## config.mk

```make
export PLATFORM = sky130hd
export DESIGN_NAME = uart_echo_master
export DESIGN_NICKNAME = d
export VERILOG_FILES = /design/src/rtl/uart_echo_pkg.sv /design/src/rtl/uart_echo_fifo.sv /design/src/rtl/uart_echo_master.sv
export SDC_FILE = /design/constraint.sdc
export NUM_CORES = 1
export LEC_CHECK = 0
export BUFFER_PORTS_ARGS = -buffer_cell sky130_fd_sc_hd__clkbuf_2
export CORE_ASPECT_RATIO = 2
export CORE_MARGIN = 5
export CORE_UTILIZATION = 45
export CTS_BUF_LIST = sky130_fd_sc_hd__clkbuf_8
export CTS_CLUSTER_SIZE = 20
export DETAILED_ROUTE_END_ITERATION = 10
export PLACE_DENSITY = 0.66
export SYNTH_ARGS = -nofsm -noshare
export SYNTH_HDL_FRONTEND = slang
export SYNTH_SLANG_ARGS = --single-unit
```

## constraint.sdc

```tcl
create_clock -name clk -period 7 [get_ports clk]
set_input_delay 0.35 -clock clk [delete_from_list [all_inputs] [get_ports clk]]
set_output_delay 0.35 -clock clk [all_outputs]
set_load 0.03 [all_outputs]
```

## src/rtl/uart_echo_pkg.sv

```systemverilog
// Shared types and constants for the UART echo master and its byte FIFO.
// Holds the FSM state encoding, UART status bit positions and echo FIFO depth.
// No logic lives here.
package uart_echo_pkg;

    typedef enum logic [2:0] {
        INIT,
        IDLE,
        RD,
        WR,
        GAP
    } state_t;

    localparam int RX_RDY     = 0;
    localparam int TX_EMPTY   = 1;
    localparam int FIFO_DEPTH = 4;

endpackage

```

## src/rtl/uart_echo_fifo.sv

```systemverilog
// Four-entry byte FIFO holding received bytes until they are echoed back.
// Latency: a pushed byte is visible on head_dat and level the next clock.
// Backpressure: push while full and pop while empty are ignored; the caller checks full/empty.
module uart_echo_fifo
    import uart_echo_pkg::*;
(
    input  logic       clk,
    input  logic       reset,
    input  logic       push,
    input  logic [7:0] push_dat,
    input  logic       pop,
    output logic [7:0] head_dat,
    output logic       full,
    output logic       empty,
    output logic [2:0] level
);

    logic [7:0] mem [FIFO_DEPTH];
    logic [1:0] wr_ptr;
    logic [1:0] rd_ptr;
    logic [2:0] count;
    logic       wr_en;
    logic       rd_en;

    assign full     = (count == 3'(FIFO_DEPTH));
    assign empty    = (count == 3'd0);
    assign level    = count;
    assign head_dat = mem[rd_ptr];
    assign wr_en    = push && !full;
    assign rd_en    = pop && !empty;

    // Pointers are two bits wide, so they wrap 3 -> 0 on their own.
    always_ff @(posedge clk or posedge reset) begin
        if (reset) begin
            wr_ptr <= 2'd0;
            rd_ptr <= 2'd0;
            count  <= 3'd0;
        end else begin
            if (wr_en) wr_ptr <= wr_ptr + 2'd1;
            if (rd_en) rd_ptr <= rd_ptr + 2'd1;
            count <= count + 3'(wr_en) - 3'(rd_en);
        end
    end

    always_ff @(posedge clk) begin
        if (wr_en) mem[wr_ptr] <= push_dat;
    end

endmodule

```

## src/rtl/uart_echo_master.sv

```systemverilog
// Bus master that programs the UART control register once, then echoes every received byte back.
// Latency: each access is ACCESS_CYCLES clocks, followed by GAP_CYCLES idle clocks and one IDLE decision clock.
// Backpressure: up to 4 bytes are buffered; further bytes are dropped and flagged. UART_ECHO_IRQ_EN gates reads on i_IRQ.
module uart_echo_master
    import uart_echo_pkg::*;
#(
    parameter int         ACCESS_CYCLES = 2,
    parameter int         GAP_CYCLES    = 2,
    parameter logic [7:0] CTRL_INIT     = 8'h02
) (
    input  logic       clk,
    input  logic       reset,
    input  logic       i_enable,
    output logic       o_RW,
    output logic       o_uart_data_ce,
    output logic       o_uart_control_ce,
    output logic [7:0] o_control,
    output logic [7:0] o_uart_wdata,
    input  logic [7:0] i_uart_rdata,
    input  logic [7:0] i_uart_status,
    input  logic       i_IRQ,
    output logic [2:0] o_level,
    output logic       o_overflow,
    output logic       o_busy
);

    localparam int CNT_MAX = (ACCESS_CYCLES > GAP_CYCLES) ? ACCESS_CYCLES : GAP_CYCLES;
    localparam int CW      = (CNT_MAX > 1) ? $clog2(CNT_MAX + 1) : 1;

    state_t        state;
    logic [CW-1:0] cnt;
    logic          acc_last;
    logic          gap_last;
    logic          rd_go;
    logic          wr_go;
    logic          fifo_push;
    logic          fifo_pop;
    logic          fifo_full;
    logic          fifo_empty;
    logic [7:0]    fifo_head;
    logic          unused_ok;

    assign acc_last = (cnt == CW'(ACCESS_CYCLES - 1));
    assign gap_last = (cnt == CW'(GAP_CYCLES - 1));

`ifdef UART_ECHO_IRQ_EN
    assign rd_go = i_enable && i_uart_status[RX_RDY] && !i_IRQ;
`else
    assign rd_go = i_enable && i_uart_status[RX_RDY];
`endif
    assign wr_go = i_enable && !fifo_empty && i_uart_status[TX_EMPTY];

    assign unused_ok = &{1'b0, i_IRQ, i_uart_status[7:2]};

    // Push and pop only on the final clock of an access, so a reset mid-access leaves no trace.
    assign fifo_push = (state == RD) && acc_last && !fifo_full;
    assign fifo_pop  = (state == WR) && acc_last;

    uart_echo_fifo u_fifo (
        .clk      (clk),
        .reset    (reset),
        .push     (fifo_push),
        .push_dat (i_uart_rdata),
        .pop      (fifo_pop),
        .head_dat (fifo_head),
        .full     (fifo_full),
        .empty    (fifo_empty),
        .level    (o_level)
    );

    always_ff @(posedge clk or posedge reset) begin
        if (reset) begin
            state             <= INIT;
            cnt               <= '0;
            o_RW              <= 1'b1;
            o_uart_data_ce    <= 1'b0;
            o_uart_control_ce <= 1'b0;
            o_control         <= 8'h00;
            o_uart_wdata      <= 8'h00;
            o_overflow        <= 1'b0;
            o_busy            <= 1'b0;
        end else begin
            case (state)
                INIT: begin
                    o_busy <= 1'b1;
                    // First clock out of reset only raises the enable; counting starts after.
                    if (!o_uart_control_ce) begin
                        o_uart_control_ce <= 1'b1;
                        o_RW              <= 1'b0;
                        o_control         <= CTRL_INIT;
                        cnt               <= '0;
                    end else if (acc_last) begin
                        o_uart_control_ce <= 1'b0;
                        o_RW              <= 1'b1;
                        o_control         <= 8'h00;
                        cnt               <= '0;
                        state             <= GAP;
                    end else begin
                        cnt <= cnt + CW'(1);
                    end
                end
                IDLE: begin
                    cnt <= '0;
                    if (rd_go) begin
                        o_uart_data_ce <= 1'b1;
                        o_RW           <= 1'b1;
                        o_busy         <= 1'b1;
                        state          <= RD;
                    end else if (wr_go) begin
                        o_uart_data_ce <= 1'b1;
                        o_RW           <= 1'b0;
                        o_uart_wdata   <= fifo_head;
                        o_busy         <= 1'b1;
                        state          <= WR;
                    end
                end
                RD, WR: begin
                    if (acc_last) begin
                        o_uart_data_ce <= 1'b0;
                        o_RW           <= 1'b1;
                        cnt            <= '0;
                        state          <= GAP;
                        if (state == RD && fifo_full) o_overflow <= 1'b1;
                    end else begin
                        cnt <= cnt + CW'(1);
                    end
                end
                GAP: begin
                    if (gap_last) begin
                        cnt    <= '0;
                        o_busy <= 1'b0;
                        state  <= IDLE;
                    end else begin
                        cnt <= cnt + CW'(1);
                    end
                end
                default: state <= IDLE;
            endcase
        end
    end

endmodule
```

# Yosys cells after proc, flatten, opt, wreduce, memory -nomap -nowiden
# Memories as Yosys holds them, arrays and structs flattened. A register that Yosys moved wholly into a read port is not among the register bits.
# Index checks and enable logic that the tools add are counted.
# word_totals
out_inout_bits	24
inputBits	20
ff_bits	25
memories	1
ramBits	32
# memory_table
memory	words	word_bits	rd	rd_clocked_by_memory_dff	write_ports	line_no	rtl
u_fifo.mem	4	8	1	1	1	uart_echo_fifo.sv:18	logic [7:0] mem [FIFO_DEPTH];
# classes
eq_ne	11
n_mux	25
n_addsub	5
bitwise	1
reduce_logical	26
# ops
operator	n
$mux 8	2
$mux 3	5
$reduce_and 3->1	5
$pmux 3 s4	1
$mux 1	11
$logic_and 1x1->1	9
$reduce_bool 3->1	3
$add 2x1->2 const B	3
$eq 3x2->1 const B	2
$eq 3x3->1 const B	2
$logic_not 3->1	2
$ne 2x2->1 const B	3
$pmux 1 s3	2
$pmux 2 s3	1
$mux 2	2
$reduce_and 2->1	2
$add 3x1->3	1
$eq 3x1->1 const B	1
$ne 3x3->1 const B	1
$reduce_or 3->1	1
$sub 3x1->3	1
$eq 2x1->1 const B	1
$logic_not 1->1	2
$ne 2x1->1 const B	1
4 further kinds	4

# Logic depth before layout (Yosys ltp)
# logic_depth
ltp_word	7
mapped_depth	10
ltp_nobuf	9

# Cells and area by module
# A second synthesis with hierarchy kept.
# unflattened
hier_cells	174
area_unflattened_um2	2597.5
# by_module_without_submodules
module	cells_per_inst	seq_area_each_um2	area_each_um2	n_inst
uart_echo_fifo	84	1136.1	1626.6	1
uart_echo_master	90	476.7	970.9	1

# Worst setup path after synthesis
# OpenSTA, ideal clock, no wires.
# synth_path
path_kind	flip-flop to flip-flop
start	reg u_fifo.count[2], in the netlist u_fifo.level[2]
end	reg u_fifo.count[2], in the netlist u_fifo.level[2]
synth_period_minus_slack_ns	2.390
setup_ns	0.138
setup_slack_ns	4.610
path_stages_with_launch	10
arrival_time_ns	2.252
cell_sequence	dfrtp_1 -> nor3_1 -> nor3_1 -> ha_1 -> inv_1 -> ha_1 -> inv_1 -> fa_1 -> xnor2_1 -> xnor2_1
# synth_via
word_cells_on_any_way	9
classes_between	add/sub (2); eq/ne (1); reduce/logical (6)
# synth_lines
element	line_no	rtl
from (decl)	uart_echo_fifo.sv:21	logic [2:0] count;
from (signal assigned)	uart_echo_fifo.sv:41	count <= count + 3'(wr_en) - 3'(rd_en);
$logic_not 3->1	uart_echo_fifo.sv:26	assign empty = (count == 3'd0);
$logic_not 1->1	uart_echo_fifo.sv:30	assign rd_en = pop && !empty;
$logic_and 1x1->1	uart_echo_fifo.sv:30	
named net u_fifo.rd_en	uart_echo_fifo.sv:23	logic rd_en;
$sub 3x1->3	uart_echo_fifo.sv:41	
# The timed path passes the listed nets, and every way through them passes these cells.
# A chain may end at the register's enable or synchronous reset.

# Final worst setup path
# layout_path
start	reg state[1]
end	reg u_fifo.count[2], in the netlist u_fifo.level[2]
# layout_via
word_cells_on_any_way	9
classes_between	add/sub (2); eq/ne (2); reduce/logical (5)
# layout_lines
element	line_no	rtl
from (decl)	uart_echo_master.sv:30	state_t state;
from (signal assigned)	uart_echo_master.sv:73	state <= INIT;
from (signal assigned)	uart_echo_master.sv:97	state <= GAP;
from (signal assigned)	uart_echo_master.sv:108	state <= RD;
$eq 3x2->1	uart_echo_master.sv:57	assign fifo_pop = (state == WR) && acc_last;
$logic_and 1x1->1	uart_echo_master.sv:57	
$logic_and 1x1->1	uart_echo_fifo.sv:30	
named net u_fifo.rd_en	uart_echo_fifo.sv:23	
$sub 3x1->3	uart_echo_fifo.sv:41	
# The timed path passes the listed nets, and every way through them passes these cells.

==> impl_metrics.ini <==
[routing]
drt_iter0_markers = 150
wl_met2_um = 2650
num_vias = 1423
met3WireLength_um = 243
drc = 0
dr.max_layer_used = met4
wl_met1_um = 1710
drt_wl_total_um = 4710
ant_nets = 0
vias_per_cell = 5.47
avgRoutedWirePerCell_um = 18.1
dr.pass1.iters = 5

[logic_synthesis]
avgSynthCellArea_um2 = 15.5
seq_area_frac_synth = 0.645
yosysUniqueCellTypes = 45
yosys_warnings = 0
synth_seq_cells = 58
synth_area_um2 = 2500
synthCells = 161

[sta]
setup_violations = 0
period_share = 0.373
rsz0062_at_grt = false
worst_slew_pin_slew_ps = 1020
maxSlewViolCount = 0
finalSetupTns_ps = 0
fmaxAchievable_ghz = 0.383
slew_headroom = 0.318
min_period_ps = 2610
final-hold-violation-count = 0
clock_skew_ps = 7.88

[floorplanning]
io_pins = 44
row_count = 38
coreArea_um2 = 5420
die_h_um = 115
die-width_um = 62.7
fp.dieArea_um2 = 7240
initial_utilization = 0.462

[critical_path]
r2r_slack_ps = 4390
cp.required_ps = 7210
setup.worst_path.start_class = flop
timing_worst_setup_path_type = flop to flop
startpoint = state[1]
rr_worst_depth = 9
worstPathArrival_ps = 2820
crit_path_end = u_fifo.level[2]
crit_fanout = 13
timing.rr.end = u_fifo.level[2]
rr_startpoint = state[1]
worst_setup_path_end_kind = flop

[power_and_ir_drop]
power.total_w = 0.00118
p_leak_nw = 1.20
ir_drop_mv = 0.245
cellPowerDensity_nw_per_um2 = 408

[final_layout]
fin_util = 0.536
layout.nets = 222
n_antenna_cell = 0
layout_common_cells = 32 x edfxtp_1, 29 x clkbuf_2, 25 x dfrtp_1, 10 x inv_1
area_growth_pct = 16.0
layout_commonest_cell = edfxtp_1
layout-drive-gt1-share = 0.320

[cts]
clock-sinks = 58
clk_latency_ps = 330
hold_buffers = 0
postCtsResizedCells = 0
cts_buffer_depth = 2
post_cts_buffers = 0
cts.htree.levels = 3
cts_tree = done
clockRootBuffer = clkbuf_8
clkTransAtPathRegs_ps = 70
cts_buffers = 9

[global_routing]
grt_pass1_wl_um = 7800
overflow = 0
grt_pass1_vias = 1529
grtUsageTotal = 0.145
grt_max_degree = 27
grt_antenna_before_repair = 0

[min_path]
worstHoldStart = i_uart_rdata[4]
min_path_type = primary input to flop

[placed_design]
gp_congestion = 0.889
port_buffers = 29
place_hpwl_um = 3320

[status]
outcome = complete, no violations

[job]
drv_cap = 0
cell usage after synthesis, drive strengths merged:
master   instances  area (µm²)
nand2b           1        6.26
inv             10        37.5
a31o             1        8.76
a21o             2        15.0
nand3            1        5.00
nor4bb           1        10.0
and2             4        25.0
or4              1        7.51
a211oi           3        27.5
nor4             2        12.5
o311a            1        10.0
nand2            4        15.0
mux2             9         101
clkbuf           2        7.51
a21oi            3        15.0
and3b            1        8.76
nand4bb          2        22.5
nor4b            1        23.8
fa               1        20.0
buf             10        66.3
nor3b            1        7.51
xnor2            3        26.3
nand4            1        6.26
dfstp            1        26.3
or3              1        6.26
nor3             3        15.0
a2bb2oi          1        8.76
xor2             2        17.5
conb             1        3.75
o21a             1        7.51
o31ai            1        7.51
o21ai            5        25.0
edfxtp          32         961
a22oi            1        7.51
ha               6        75.1
nor2b            2        12.5
mux4             8         180
o41ai            1        8.76
a32oi            1        8.76
a2111oi          1        8.76
dfrtp           25         626
nor2             3        11.3
critical path, stage by stage (launching register included):
cell and delay, ps:
dfrtp_1 570, nand4bb_1 360, nor3_1 370, ha_1 300, inv_1 60, ha_1 130, inv_1 50, fa_1 370
xnor2_1 150, xnor2_1 140
area by class of cell:
cell class	count	area [µm²]
clock buffers	9	124
clock inverters	7	108
fillers	474	2520
inverters	10	37.5
multi-input cells	87	801
flip-flops and latches	58	1610
well taps	60	75.1
repair buffers	29	145
power by group:
part,internal (W),leakage [nW],switching (W)
Sequential,0.000425,0.619,0.0000739
Combinational,0.000127,0.465,0.000197
Clock,0.000233,0.118,0.000127
how the worst min path moves through the flow:
stage                                   to  cells past startpoint
final                     u_fifo.mem[2][4]                      1
after CTS                 u_fifo.mem[2][4]                      1
after global placement          o_overflow                      1
after global routing      u_fifo.mem[0][0]                      1
after floorplan                     cnt[0]                      1
after detailed placement        o_overflow                      1
through the flow:
step           area [µm²]  hold WS [ps]  setup WS (ps)  std cells
6_report             2900           234           4390        260
5_1_grt              2900           217           4190        260
4_1_cts              2900           214           4360        260
3_5_place_dp         2670           468           4410        244
3_3_place_gp         2670           452           4470        244
2_1_floorplan        2520           389           4610        167
per-layer routing:
| layer | track usage | vias up |
|---|---|---|
| met3 | 0.0514 | 9 |
| met2 | 0.257 | 35 |
| met4 | 0.0765 | 0 |
| li1 | - | 659 |
| met1 | 0.147 | 720 |
| met5 | 0 | - |
registers in the layout (all words and copies together) (netlist names):
| register | cells |
|---|---|
| u_fifo.mem | 32 |
| o_uart_wdata | 8 |
| state | 3 |
| u_fifo.level | 3 |
| cnt | 2 |
| u_fifo.rd_ptr | 2 |
| u_fifo.wr_ptr | 2 |
| o_RW | 1 |
| o_busy | 1 |
| o_control | 1 |
| o_overflow | 1 |
| o_uart_control_ce | 1 |
| o_uart_data_ce | 1 |
kinds of logic (layout without fill, tap and decap cells):
family / Yosys count / after routing / share of synthesized area
flip-flops: 58 / 58 / 0.645
AND/OR/NAND/NOR: 29 / 29 / 0.0780
AO/OA/AOI/OAI: 22 / 22 / 0.0635
buffers and inverters: 22 / 55 / 0.0445
multiplexers: 17 / 17 / 0.112
adder cells (fa/ha/maj): 7 / 7 / 0.0380
XOR/XNOR: 5 / 5 / 0.0175
other: 1 / 7 / 0.00150
Note: power is estimated with default switching activity, not from simulation.
